### src/rtl/cart_mem_arbiter.sv
// ---------------------------------------------------------------------------
// cart_mem_arbiter
//
// Shares one external cartridge SRAM between the Game Boy cartridge bus
// (address already banked by the MBC) and the host loader port. Every access
// uses the same fixed strobe sequence:
//   IDLE -> SETUP -> ACCESS (WAIT_CYCLES cycles) -> DONE -> IDLE
// The cart port wins ties. A starvation counter makes sure that a waiting host
// is granted after at most STARVE_LIMIT cart grants in a row.
//
// Ports
//   clk, reset                  system clock, synchronous active-high reset
//   cart_req/we/adr/wdata       cart request (a level, held until cart_ack)
//   cart_rdata, cart_ack        cart read data and one-cycle completion pulse
//   host_req/we/adr/wdata       host request, same rules as the cart port
//   host_rdata, host_ack        host read data and one-cycle completion pulse
//   sram_adr, sram_dout         registered SRAM address and write data
//   sram_doe                    1 = drive sram_dout onto the SRAM data pins
//   sram_din                    SRAM data pins, input side
//   sram_ce_n/we_n/oe_n         registered active-low SRAM strobes
//   busy                        1 while an access is in progress
// ---------------------------------------------------------------------------
module cart_mem_arbiter #(
   parameter int ADR_WIDTH    = 21,
   parameter int WAIT_CYCLES  = 2,   // 1..15
   parameter int STARVE_LIMIT = 4    // 1..15
) (
   input  logic                 clk,
   input  logic                 reset,

   input  logic                 cart_req,
   input  logic                 cart_we,
   input  logic [ADR_WIDTH-1:0] cart_adr,
   input  logic [7:0]           cart_wdata,
   output logic [7:0]           cart_rdata,
   output logic                 cart_ack,

   input  logic                 host_req,
   input  logic                 host_we,
   input  logic [ADR_WIDTH-1:0] host_adr,
   input  logic [7:0]           host_wdata,
   output logic [7:0]           host_rdata,
   output logic                 host_ack,

   output logic [ADR_WIDTH-1:0] sram_adr,
   output logic [7:0]           sram_dout,
   output logic                 sram_doe,
   input  logic [7:0]           sram_din,
   output logic                 sram_ce_n,
   output logic                 sram_we_n,
   output logic                 sram_oe_n,
   output logic                 busy
);

   typedef enum logic [1:0] {
      ST_IDLE,
      ST_SETUP,
      ST_ACCESS,
      ST_DONE
   } state_t;

   localparam logic [3:0] WAIT_LAST  = 4'(WAIT_CYCLES - 1);
   localparam logic [3:0] STARVE_MAX = 4'(STARVE_LIMIT);

   state_t                 state;
   logic [3:0]             wcnt;
   logic [3:0]             starve_cnt;
   logic                   owner_host;
   logic                   owner_we;

   logic                   starved;
   logic                   grant_cart;
   logic                   grant_host;
   logic                   sel_we;
   logic [ADR_WIDTH-1:0]   sel_adr;
   logic [7:0]             sel_wdata;

   // Grant decision, only acted upon in IDLE. The starvation rule overrides
   // the normal cart priority once the host has waited long enough.
   assign starved    = host_req && (starve_cnt == STARVE_MAX);
   assign grant_cart = cart_req && !starved;
   assign grant_host = host_req && !grant_cart;

   assign sel_we    = grant_host ? host_we    : cart_we;
   assign sel_adr   = grant_host ? host_adr   : cart_adr;
   assign sel_wdata = grant_host ? host_wdata : cart_wdata;

   // busy comes straight from the state register, so it is glitch-free.
   assign busy = (state != ST_IDLE);

   // The strobes are assigned at the same edge that enters the matching state,
   // so each one is a flop output that lines up exactly with its state.
   // NOTE: every assignment in this clocked block is non-blocking, so all
   // registers update together from values sampled before the edge.
   always_ff @(posedge clk) begin
      if (reset) begin
         state      <= ST_IDLE;
         wcnt       <= '0;
         starve_cnt <= '0;
         owner_host <= 1'b0;
         owner_we   <= 1'b0;
         sram_adr   <= '0;
         sram_dout  <= '0;
         sram_doe   <= 1'b0;
         sram_ce_n  <= 1'b1;
         sram_we_n  <= 1'b1;
         sram_oe_n  <= 1'b1;
         cart_rdata <= '0;
         host_rdata <= '0;
         cart_ack   <= 1'b0;
         host_ack   <= 1'b0;
      end else begin
         // Acks are single-cycle pulses: cleared every cycle unless ACCESS
         // finishes below.
         cart_ack <= 1'b0;
         host_ack <= 1'b0;

         case (state)
            ST_IDLE: begin
               if (grant_cart || grant_host) begin
                  owner_host <= grant_host;
                  owner_we   <= sel_we;
                  sram_adr   <= sel_adr;
                  sram_dout  <= sel_wdata;
                  sram_ce_n  <= 1'b0;
                  sram_doe   <= sel_we;     // writes drive data from SETUP on
                  sram_oe_n  <= sel_we;     // reads enable outputs from SETUP on
                  state      <= ST_SETUP;
               end
               // Count cart grants that overtake a waiting host.
               if (grant_host || !host_req) begin
                  starve_cnt <= '0;
               end else if (grant_cart && (starve_cnt != STARVE_MAX)) begin
                  starve_cnt <= starve_cnt + 4'd1;
               end
            end

            ST_SETUP: begin
               wcnt      <= '0;
               sram_we_n <= !owner_we;
               state     <= ST_ACCESS;
            end

            ST_ACCESS: begin
               if (wcnt == WAIT_LAST) begin
                  sram_we_n <= 1'b1;
                  sram_oe_n <= 1'b1;
                  // Writes keep chip enable (and doe) through DONE for hold time.
                  sram_ce_n <= !owner_we;
                  if (!owner_we) begin
                     if (owner_host) host_rdata <= sram_din;
                     else            cart_rdata <= sram_din;
                  end
                  if (owner_host) host_ack <= 1'b1;
                  else            cart_ack <= 1'b1;
                  state <= ST_DONE;
               end else begin
                  wcnt <= wcnt + 4'd1;
               end
            end

            ST_DONE: begin
               sram_ce_n <= 1'b1;
               sram_doe  <= 1'b0;
               state     <= ST_IDLE;
            end

            default: begin
               state <= ST_IDLE;
            end
         endcase
      end
   end

endmodule

### config.mk
export PLATFORM = sky130hd
export DESIGN_NAME = cart_mem_arbiter
export DESIGN_NICKNAME = d
export VERILOG_FILES = /design/src/rtl/cart_mem_arbiter.sv
export SDC_FILE = /design/constraint.sdc
export NUM_CORES = 1
export LEC_CHECK = 0
export CAP_MARGIN = 20
export CORE_MARGIN = 3
export CORE_UTILIZATION = 40
export CTS_CLUSTER_DIAMETER = 200
export DETAILED_ROUTE_END_ITERATION = 12
export PLACE_DENSITY = 0.76
export SYNTH_ARGS = -nofsm -noshare
export SYNTH_HDL_FRONTEND = slang
export SYNTH_SLANG_ARGS = --single-unit
export TNS_END_PERCENT = 30
### constraint.sdc
create_clock -name clk -period 1.9 [get_ports clk]
set_clock_uncertainty 0.2 [all_clocks]
set_input_delay 0.38 -clock clk [delete_from_list [all_inputs] [get_ports clk]]
set_output_delay 0.38 -clock clk [all_outputs]
set_load 0.03 [all_outputs]
==> impl_metrics.ini, run 1 <==
[yosys]
postSynthAreaPerCell_um2 = 8.56
synth_seq_area_share_pct = 44.0
synthTopCellsByCount = dfxtp_1 (63), nand2_1 (52), nor2_1 (52)
ys_warn_count = 0
synthTopCellsByArea = dfxtp_1 (44%), a211oi_1 (7.1%), nand2_1 (6.8%)
synth_edf_count = 0
yosysTopAreaCellShare_pct = 44.0
syn_nets = 416
synth_ff_type = dfxtp_1
synth_most_common_cell = dfxtp_1
synth.largest_area_cell = dfxtp_1
yosysUniqueCellTypes = 42
syn_inst = 335
syn_area_um2 = 2870
ys_async_sr_fraction_pct = 0
synth-seq-cells = 63

[setup_path]
crit_fanout = 4
path_delay_family = simple AND/OR/NAND/NOR gates
path_buf_inv = 2
crit_chain = inv_2 -> ha_4 -> buf_4 -> or3b_4 -> a21boi_4 -> mux2i_1 -> nor2_1
required_ns = 1.91
start_kind = flip-flop
crit_slowest_cell = or3b_4
max_stage_delay_ns = 0.38
arrival_ns = 1.84
worstSetupPathType = flip-flop to flip-flop
setup.worst_path.end_class = flip-flop

[detailed_routing]
drc = 0
first_pass_iters = 4
avgRoutedWirePerCell_um = 14.2
drt_iter0_markers = 43
dr_total_vias = 2815
drtAntennaViolNets = 0
routed_wl_um = 8080
viasPerCell = 4.96

[clock_network]
htreeDepth = 3
path_clk_slew_ns = 0.07
cts.sinks = 63
hold_buffers = 0
insertion_delay_ns = 0.33
cts_made_buffers = 9
cts_root_buffer = clkbuf_8
clk_path_buf_depth = 2
cts_tree = done

[floorplanning]
core_um2 = 6870
die_w_um = 90.7
start_util_pct = 41.7
num_rows = 30
die_y_um = 90.7
die_area_um2 = 8220
ios = 124

[min_path]
hold_path_class = flip-flop to flip-flop

[cells_and_area]
post-route-util_pct = 66.0
antenna_cells = 0
drive_gt1_share_pct = 15.3
area_growth_pct = 58.1
fill_cells = 596
seq_area_um2 = 1270
multi_input_area_um2 = 1510
nets = 548

[timing]
fin_ws_ns = 0.0631
finalCritPeriodShare_pct = 96.7
relSlewSlack_pct = 75.9
period_needed_ns = 1.84
drv_slew = 0
hold_viol_final = 0
worstMarginPinSlew_ns = 0.359
finalSetupViolCount = 0
fmax_mhz = 544

[power]
power_per_cell_area_nw_per_um2 = 1360
ir_drop_mv = 0.799
finalPower_w = 0.00617
cellLeakagePower_nw = 1.96

[placed_design]
routabilityCongestion = 0.798
post-dp-hpwl_um = 5830
numPortBuffers = 123
post-place-ws_ns = -0.230

[global_routing]
grt_max_degree = 62
grt.overflow.total = 0
grt_pass1_vias = 2794
gr-usage-all-layers_pct = 19.8
antenna_found_initial = 0
grt_pass1_wl_um = 13300

[status]
outcome = finished, final reports clean

[run]
max_cap_violations = 0
stage by stage:
stage	cell area [µm²]	TNS, ns	instances	hold slack (ns)
finish	4530	0	568	0.252
detailed placement	4290	-5.35	550	0.248
global placement	4290	-4.36	550	0.243
global route	4530	-0.0122	568	0.275
CTS	4460	-0.0700	566	0.256
floorplan	2870	0	335	0.266
power breakdown:
| part | internal, W | switching, W |
|---|---|---|
| clock network | 0.000710 | 0.000494 |
| registers | 0.00165 | 0.000186 |
| logic | 0.00132 | 0.00180 |
cells in the final DEF, fill, tap and decap left out, types with 5 or more instances in the layout:
cell	netlist	layout
clkdlybuf4s50_1	0	70
dfxtp_1	63	60
nand2_1	52	52
nor2_1	52	51
dlygate4sd2_1	0	51
a21oi_1	38	38
a211oi_1	27	26
buf_4	1	17
clkbuf_8	0	12
mux2i_1	11	11
a211oi_2	5	6
ha_1	9	6
inv_1	8	5
a21oi_2	5	5
per-layer routing:
layer,global-route usage [%],wire length (µm),vias up
met2,34.8,4240,62
li1,-,-,1412
met4,6.12,109,0
met3,4.83,303,11
met5,0,0,-
met1,23.8,3420,1330
cell families (layout without fill, tap and decap cells):
group / count (synthesis) / after routing / share of synthesized area, %
AND/OR/NAND/NOR: 127 / 127 / 20.2
AO/OA/AOI/OAI: 89 / 89 / 21.3
flip-flops: 63 / 63 / 44.0
buffers and inverters: 33 / 170 / 5.89
multiplexers: 11 / 11 / 3.84
adder cells (fa/ha/maj): 9 / 9 / 3.93
XOR/XNOR: 3 / 3 / 0.917
layout make-up:
cell class,instances,share of cell area [%]
clock inverter,3,0.883
sequential,63,28.0
multi-input combinational,239,33.3
clock buffer,13,3.73
timing repair buffer,146,30.8
inverter,8,0.662
tap,96,2.65
tightest hold or removal path: stages, from the launching register on:
cell and delay, ns:
dfxtp_1 0.31, nand2_1 0.05, a21oi_1 0.05
timing repair:
action	in CTS	in global routing
resized for setup	56	15
pin swaps	0	1
setup endpoints to repair	69	44
setup buffers	0	2
flip-flops by register name, indices dropped and copies added, names as in the netlist:
name,count
host_ack,1
sram_ce_n,1
sram_we_n,1
sram_adr,21
cart_rdata,8
sram_doe,1
owner_we,1
sram_dout,8
host_rdata,8
sram_oe_n,1
owner_host,1
state,2
starve_cnt,4
wcnt,4
cart_ack,1
path summary, 6_finish.rpt:
kind                               startpoint            end  slack, ns  cells after the start
worst max-delay path                 state[1]       state[1]       0.06                      7
worst max register to register       state[1]       state[1]       0.06                      7
worst min-delay path            cart_rdata[3]  cart_rdata[3]       0.25                      2
worst min register to register  cart_rdata[3]  cart_rdata[3]       0.25                      2
(Power assumes the default switching activity.)
==> inputs of run 2 (changes only) <==
==> constraint.sdc (replaced) <==
create_clock -name clk -period 1.9 [get_ports clk]
set_clock_uncertainty 0.2 [all_clocks]
set_input_delay 0.19 -clock clk [delete_from_list [all_inputs] [get_ports clk]]
set_output_delay 0.19 -clock clk [all_outputs]
set_load 0.03 [all_outputs]
==> impl_metrics.ini, run 2 (synthesis gave the netlist of run 1 again) <==
[setup_path]
max_stage_delay_ns = 0.43
start_kind = flip-flop
crit_fanout = 4
setup.worst_path.end_class = flip-flop
crit_slowest_cell = or3b_4
worstSetupPathType = flip-flop to flip-flop
reg2reg_from = wcnt[1]
crit_chain = inv_1 -> ha_2 -> or3b_4 -> buf_4 -> buf_4 -> a21oi_1 -> o22ai_1 -> nand2b_1
cp_common_cell = buf_4
required_ns = 1.99
arrival_ns = 1.92
startpoint = wcnt[1]

[timing]
finalCritPeriodShare_pct = 96.7
fin_ws_ns = 0.0626
period_needed_ns = 1.84
drv_slew = 0
fmax_mhz = 544
hold_viol_final = 0
finalSetupViolCount = 0
worstMarginPinSlew_ns = 0.384
relSlewSlack_pct = 74.4

[cells_and_area]
nets = 550
drive_gt1_share_pct = 15.4
final_common_cell = clkdlybuf4s50_1
layout_common_cells = clkdlybuf4s50_1 (121), dfxtp_1 (61), nand2_1 (52), nor2_1 (51), a21oi_1 (38)
regMostFlops = sram_adr
fin_area_um2 = 4580
largest_register_ffs = 21
area_growth_pct = 59.6
antenna_cells = 0

[power]
swShare_pct = 39.4
p_seq_share_pct = 29.2
internal_power_w = 0.00382
p_switching_w = 0.00249
cellLeakagePower_nw = 1.77
clkPwrFrac_pct = 19.2
ir_drop_mv = 0.787
comb_power_share_pct = 51.5
power_per_cell_area_nw_per_um2 = 1380

[run]
max_cap_violations = 0

[min_path]
hp-start = reset
hold_path_class = input port to flip-flop

[clock_network]
htreeDepth = 3
cts_tree = done
cts_made_buffers = 9
insertion_delay_ns = 0.34
clk_path_buf_depth = 2
path_clk_slew_ns = 0.07
cts_root_buffer = clkbuf_8
cts.sinks = 63

[detailed_routing]
first_pass_iters = 4
drtAntennaViolNets = 0
drt_iter0_markers = 127
drc = 0
routed_wl_um = 8210
viasPerCell = 5.02
avgRoutedWirePerCell_um = 14.4
dr_total_vias = 2864

[placed_design]
numPortBuffers = 123
post-dp-hpwl_um = 5900
post-place-ws_ns = -0.0782
routabilityCongestion = 0.824
place_area_um2 = 4280

[global_routing]
grt_max_degree = 33
antenna_found_initial = 0
grt.overflow.total = 0
grt_pass1_wl_um = 13100
gr-usage-all-layers_pct = 19.4
grt_pass1_vias = 2786

[floorplanning]
die_area_um2 = 8220
start_util_pct = 41.7
ios = 124
die_w_um = 90.7
die_y_um = 90.7
num_rows = 30
core_um2 = 6870

[status]
outcome = finished, final reports clean
[run 2: changes by cell type in the layout (fill, tap and decap cells not counted), moves of 2 or more]
cell / before / now
buf_4: 17 / 21
clkdlybuf4s50_1: 70 / 121
dlygate4sd2_1: 51 / 0
o21ai_0: 4 / 2
o21ai_1: 0 / 2
[run 2: worst paths after layout]
| kind | to | cells after the start | slack [ns] |
|---|---|---|---|
| worst max-delay path | sram_we_n | 8 | 0.06 |
| worst min-delay path | sram_oe_n | 4 | 0.13 |
| worst max register to register | sram_we_n | 8 | 0.06 |
| worst min register to register | cart_rdata[0] | 2 | 0.25 |
[run 2: critical path, delay by kind of cell, from the launching register on]
kind	cells	cell delay, ns
AND/OR/NAND/NOR	2	0.49
flip-flops	1	0.34
buffers and inverters	3	0.34
AO/OA/AOI/OAI	2	0.22
adder cells (fa/ha/maj)	1	0.20
[run 2: timing repair]
action | in CTS | in global routing
setup buffers | 0 | 3
endpoints found under the setup margin | 1 | 42
pin swaps | 0 | 2
cloned | 0 | 0
hold buffers | 0 | 0
resized for setup | 1 | 15
[run 2: area by class of cell]
class | instances | area (µm²)
Inverter | 8 | 30.0
Multi-Input combinational cell | 239 | 1500
Clock inverter | 3 | 40.0
Timing Repair Buffer | 148 | 1460
Tap cell | 96 | 120
Sequential cell | 63 | 1260
Fill cell | 586 | 2290
Clock buffer | 13 | 169
[run 2: metrics by stage]
| step | std cells | utilization [%] | setup TNS (ns) | hold slack (ns) | power (W) |
|---|---|---|---|---|---|
| after global routing | 570 | 66.6 | -0.105 | 0.144 | 0.00672 |
| final | 570 | 66.6 | 0 | 0.126 | 0.00631 |
| after CTS | 567 | 65.4 | 0 | 0.128 | 0.00622 |
| after detailed placement | 551 | 62.3 | -0.286 | 0.246 | 0.00498 |
| after floorplan | 335 | - | 0 | 0.126 | 0.00375 |
| after global placement | 551 | 62.3 | -0.0105 | 0.241 | 0.00492 |
[run 2: routing by layer]
layer | wire length [µm] | global-route usage [%] | up-vias
met5 | 0 | 0 | -
met4 | 94 | 4.97 | 0
met3 | 394 | 5.42 | 9
met2 | 4250 | 34.0 | 77
met1 | 3460 | 23.4 | 1354
li1 | - | - | 1424
[run 2: power groups by stage]
stage | combinational (W) | sequential [W] | clock, W
after global routing | 0.00353 | 0.00189 | 0.00130
after CTS | 0.00315 | 0.00183 | 0.00123
after global placement | 0.00308 | 0.00184 | 0
after detailed placement | 0.00312 | 0.00186 | 0
after floorplan | 0.00140 | 0.00235 | 0
final | 0.00325 | 0.00184 | 0.00121
==> inputs of run 3 (changes only) <==
--- a/config.mk
+++ b/config.mk
@@ -10,6 +10,7 @@
 export CORE_UTILIZATION = 40
 export CTS_CLUSTER_DIAMETER = 200
 export DETAILED_ROUTE_END_ITERATION = 12
+export MAX_ROUTING_LAYER = met4
 export PLACE_DENSITY = 0.76
 export SYNTH_ARGS = -nofsm -noshare
 export SYNTH_HDL_FRONTEND = slang
==> impl_metrics.ini, run 3 (synthesis gave the netlist of run 1 again) <==
[power]
p_switching_w = 0.00249
finalPower_w = 0.00631
internal_power_w = 0.00382
ir_drop_mv = 0.787
p_seq_share_pct = 29.2
power_per_cell_area_nw_per_um2 = 1380
cellLeakagePower_nw = 1.77
swShare_pct = 39.5
comb_power_share_pct = 51.5
clkPwrFrac_pct = 19.2

[setup_path]
cp_common_cell = buf_4
worstSetupPathType = flip-flop to flip-flop
crit_chain = inv_1 -> ha_2 -> or3b_4 -> buf_4 -> buf_4 -> a21oi_1 -> o22ai_1 -> nand2b_1
max_stage_delay_ns = 0.43
r2r-end = sram_we_n
reg2reg_from = wcnt[1]
rr_worst_depth = 8
crit_fanout = 4
arrival_ns = 1.92
crit_slowest_cell = or3b_4
setup.worst_path.end_class = flip-flop
r2r_setup_slack_ns = 0.06
start_kind = flip-flop
required_ns = 1.98

[min_path]
holdPathEnd = sram_oe_n
holdPathStages = 4
hp-start = reset
hold_path_class = input port to flip-flop

[clock_network]
insertion_delay_ns = 0.34
hold_buffers = 0
cts_root_buffer = clkbuf_8
cts_made_buffers = 9
cts_tree = done
clk_path_buf_depth = 2
path_clk_slew_ns = 0.07
cts.sinks = 63
htreeDepth = 3

[timing]
relSlewSlack_pct = 74.4
hold_viol_final = 0
finalCritPeriodShare_pct = 96.8
period_needed_ns = 1.84
worstMarginPinSlew_ns = 0.383
finalSetupViolCount = 0
drv_slew = 0
fmax_mhz = 544
fin_ws_ns = 0.0604

[detailed_routing]
drtAntennaViolNets = 0
routed_wl_um = 8210
viasPerCell = 5.02
drc = 0
wl_met2_um = 4290
drt_iter0_markers = 127
wl_met3_um = 328
avgRoutedWirePerCell_um = 14.4
first_pass_iters = 7
dr_total_vias = 2859
met1Wirelength_um = 3520
highest_layer = met4

[floorplanning]
die_area_um2 = 8220
core_um2 = 6870
die_w_um = 90.7
start_util_pct = 41.7
die_y_um = 90.7
num_rows = 30
ios = 124

[cells_and_area]
fill_cells = 586
final_common_cell = clkdlybuf4s50_1
drive_gt1_share_pct = 15.4
regMostFlops = sram_adr
post-route-util_pct = 66.6
final-instance-count-excl-fill = 570
nets = 550
fin_area_um2 = 4580
area_growth_pct = 59.6
largest_register_ffs = 21
antenna_cells = 0
layout_common_cells = clkdlybuf4s50_1 (121), dfxtp_1 (61), nand2_1 (52), nor2_1 (51), a21oi_1 (38)

[global_routing]
antenna_found_initial = 0
grt.overflow.total = 0
grt_pass1_vias = 2779
gr-usage-all-layers_pct = 20.0
grt_pass1_wl_um = 13100
grt_max_degree = 33

[placed_design]
placed_cells_incl_taps = 551
numPortBuffers = 123
place_area_um2 = 4280
post-dp-hpwl_um = 5900
post-place-ws_ns = -0.0782
routabilityCongestion = 0.837

[run]
max_cap_violations = 0

[status]
outcome = finished, final reports clean
[run 3: area by class of cell]
| type | count | area, µm² | share of cell area, % |
|---|---|---|---|
| clock buffers | 13 | 169 | 3.69 |
| clock inverters | 3 | 40.0 | 0.875 |
| inverters | 8 | 30.0 | 0.656 |
| multi-input cells | 239 | 1500 | 32.7 |
| flip-flops and latches | 63 | 1260 | 27.6 |
| well taps | 96 | 120 | 2.63 |
| repair buffers | 148 | 1460 | 31.8 |
[run 3: power groups by stage]
stage / Sequential (W) / Clock (W) / Combinational, W
floorplan: 0.00235 / 0 / 0.00140
global placement: 0.00184 / 0 / 0.00308
detailed placement: 0.00186 / 0 / 0.00312
CTS: 0.00183 / 0.00123 / 0.00315
global route: 0.00189 / 0.00130 / 0.00353
finish: 0.00184 / 0.00122 / 0.00325
[run 3: worst max-delay path by stage]
stage,startpoint,end,cells after the start
after global routing,wcnt[1],sram_ce_n,6
final,wcnt[1],sram_we_n,8
after global placement,host_req,sram_oe_n,5
after detailed placement,cart_req,sram_adr[2],6
after CTS,state[1],sram_oe_n,6
after floorplan,state[0],sram_oe_n,6
[run 3: routing by layer]
layer	vias to the layer above	global-route usage, %
li1	1421	-
met1	1352	23.8
met2	77	34.0
met3	9	4.83
met4	0	4.97
met5	-	-
[run 3: what timing repair did]
item,CTS,global route
setup endpoints to repair,1,42
hold endpoints to repair,0,0
resized for setup,1,15
buffers inserted,0,3
pin swaps,0,2
[run 3: metrics by stage]
step | hold slack (ns) | TNS, ns
detailed placement | 0.246 | -0.286
global route | 0.144 | -0.104
floorplan | 0.126 | 0
finish | 0.123 | 0
global placement | 0.241 | -0.0105
CTS | 0.128 | 0
[run 3: critical path, delay by kind of cell (launching register included)]
| family | cells | cell delay (ns) |
|---|---|---|
| compound gates | 2 | 0.22 |
| fa+ha+maj | 1 | 0.20 |
| simple gates | 2 | 0.49 |
| buf+inv | 3 | 0.34 |
| flops | 1 | 0.34 |
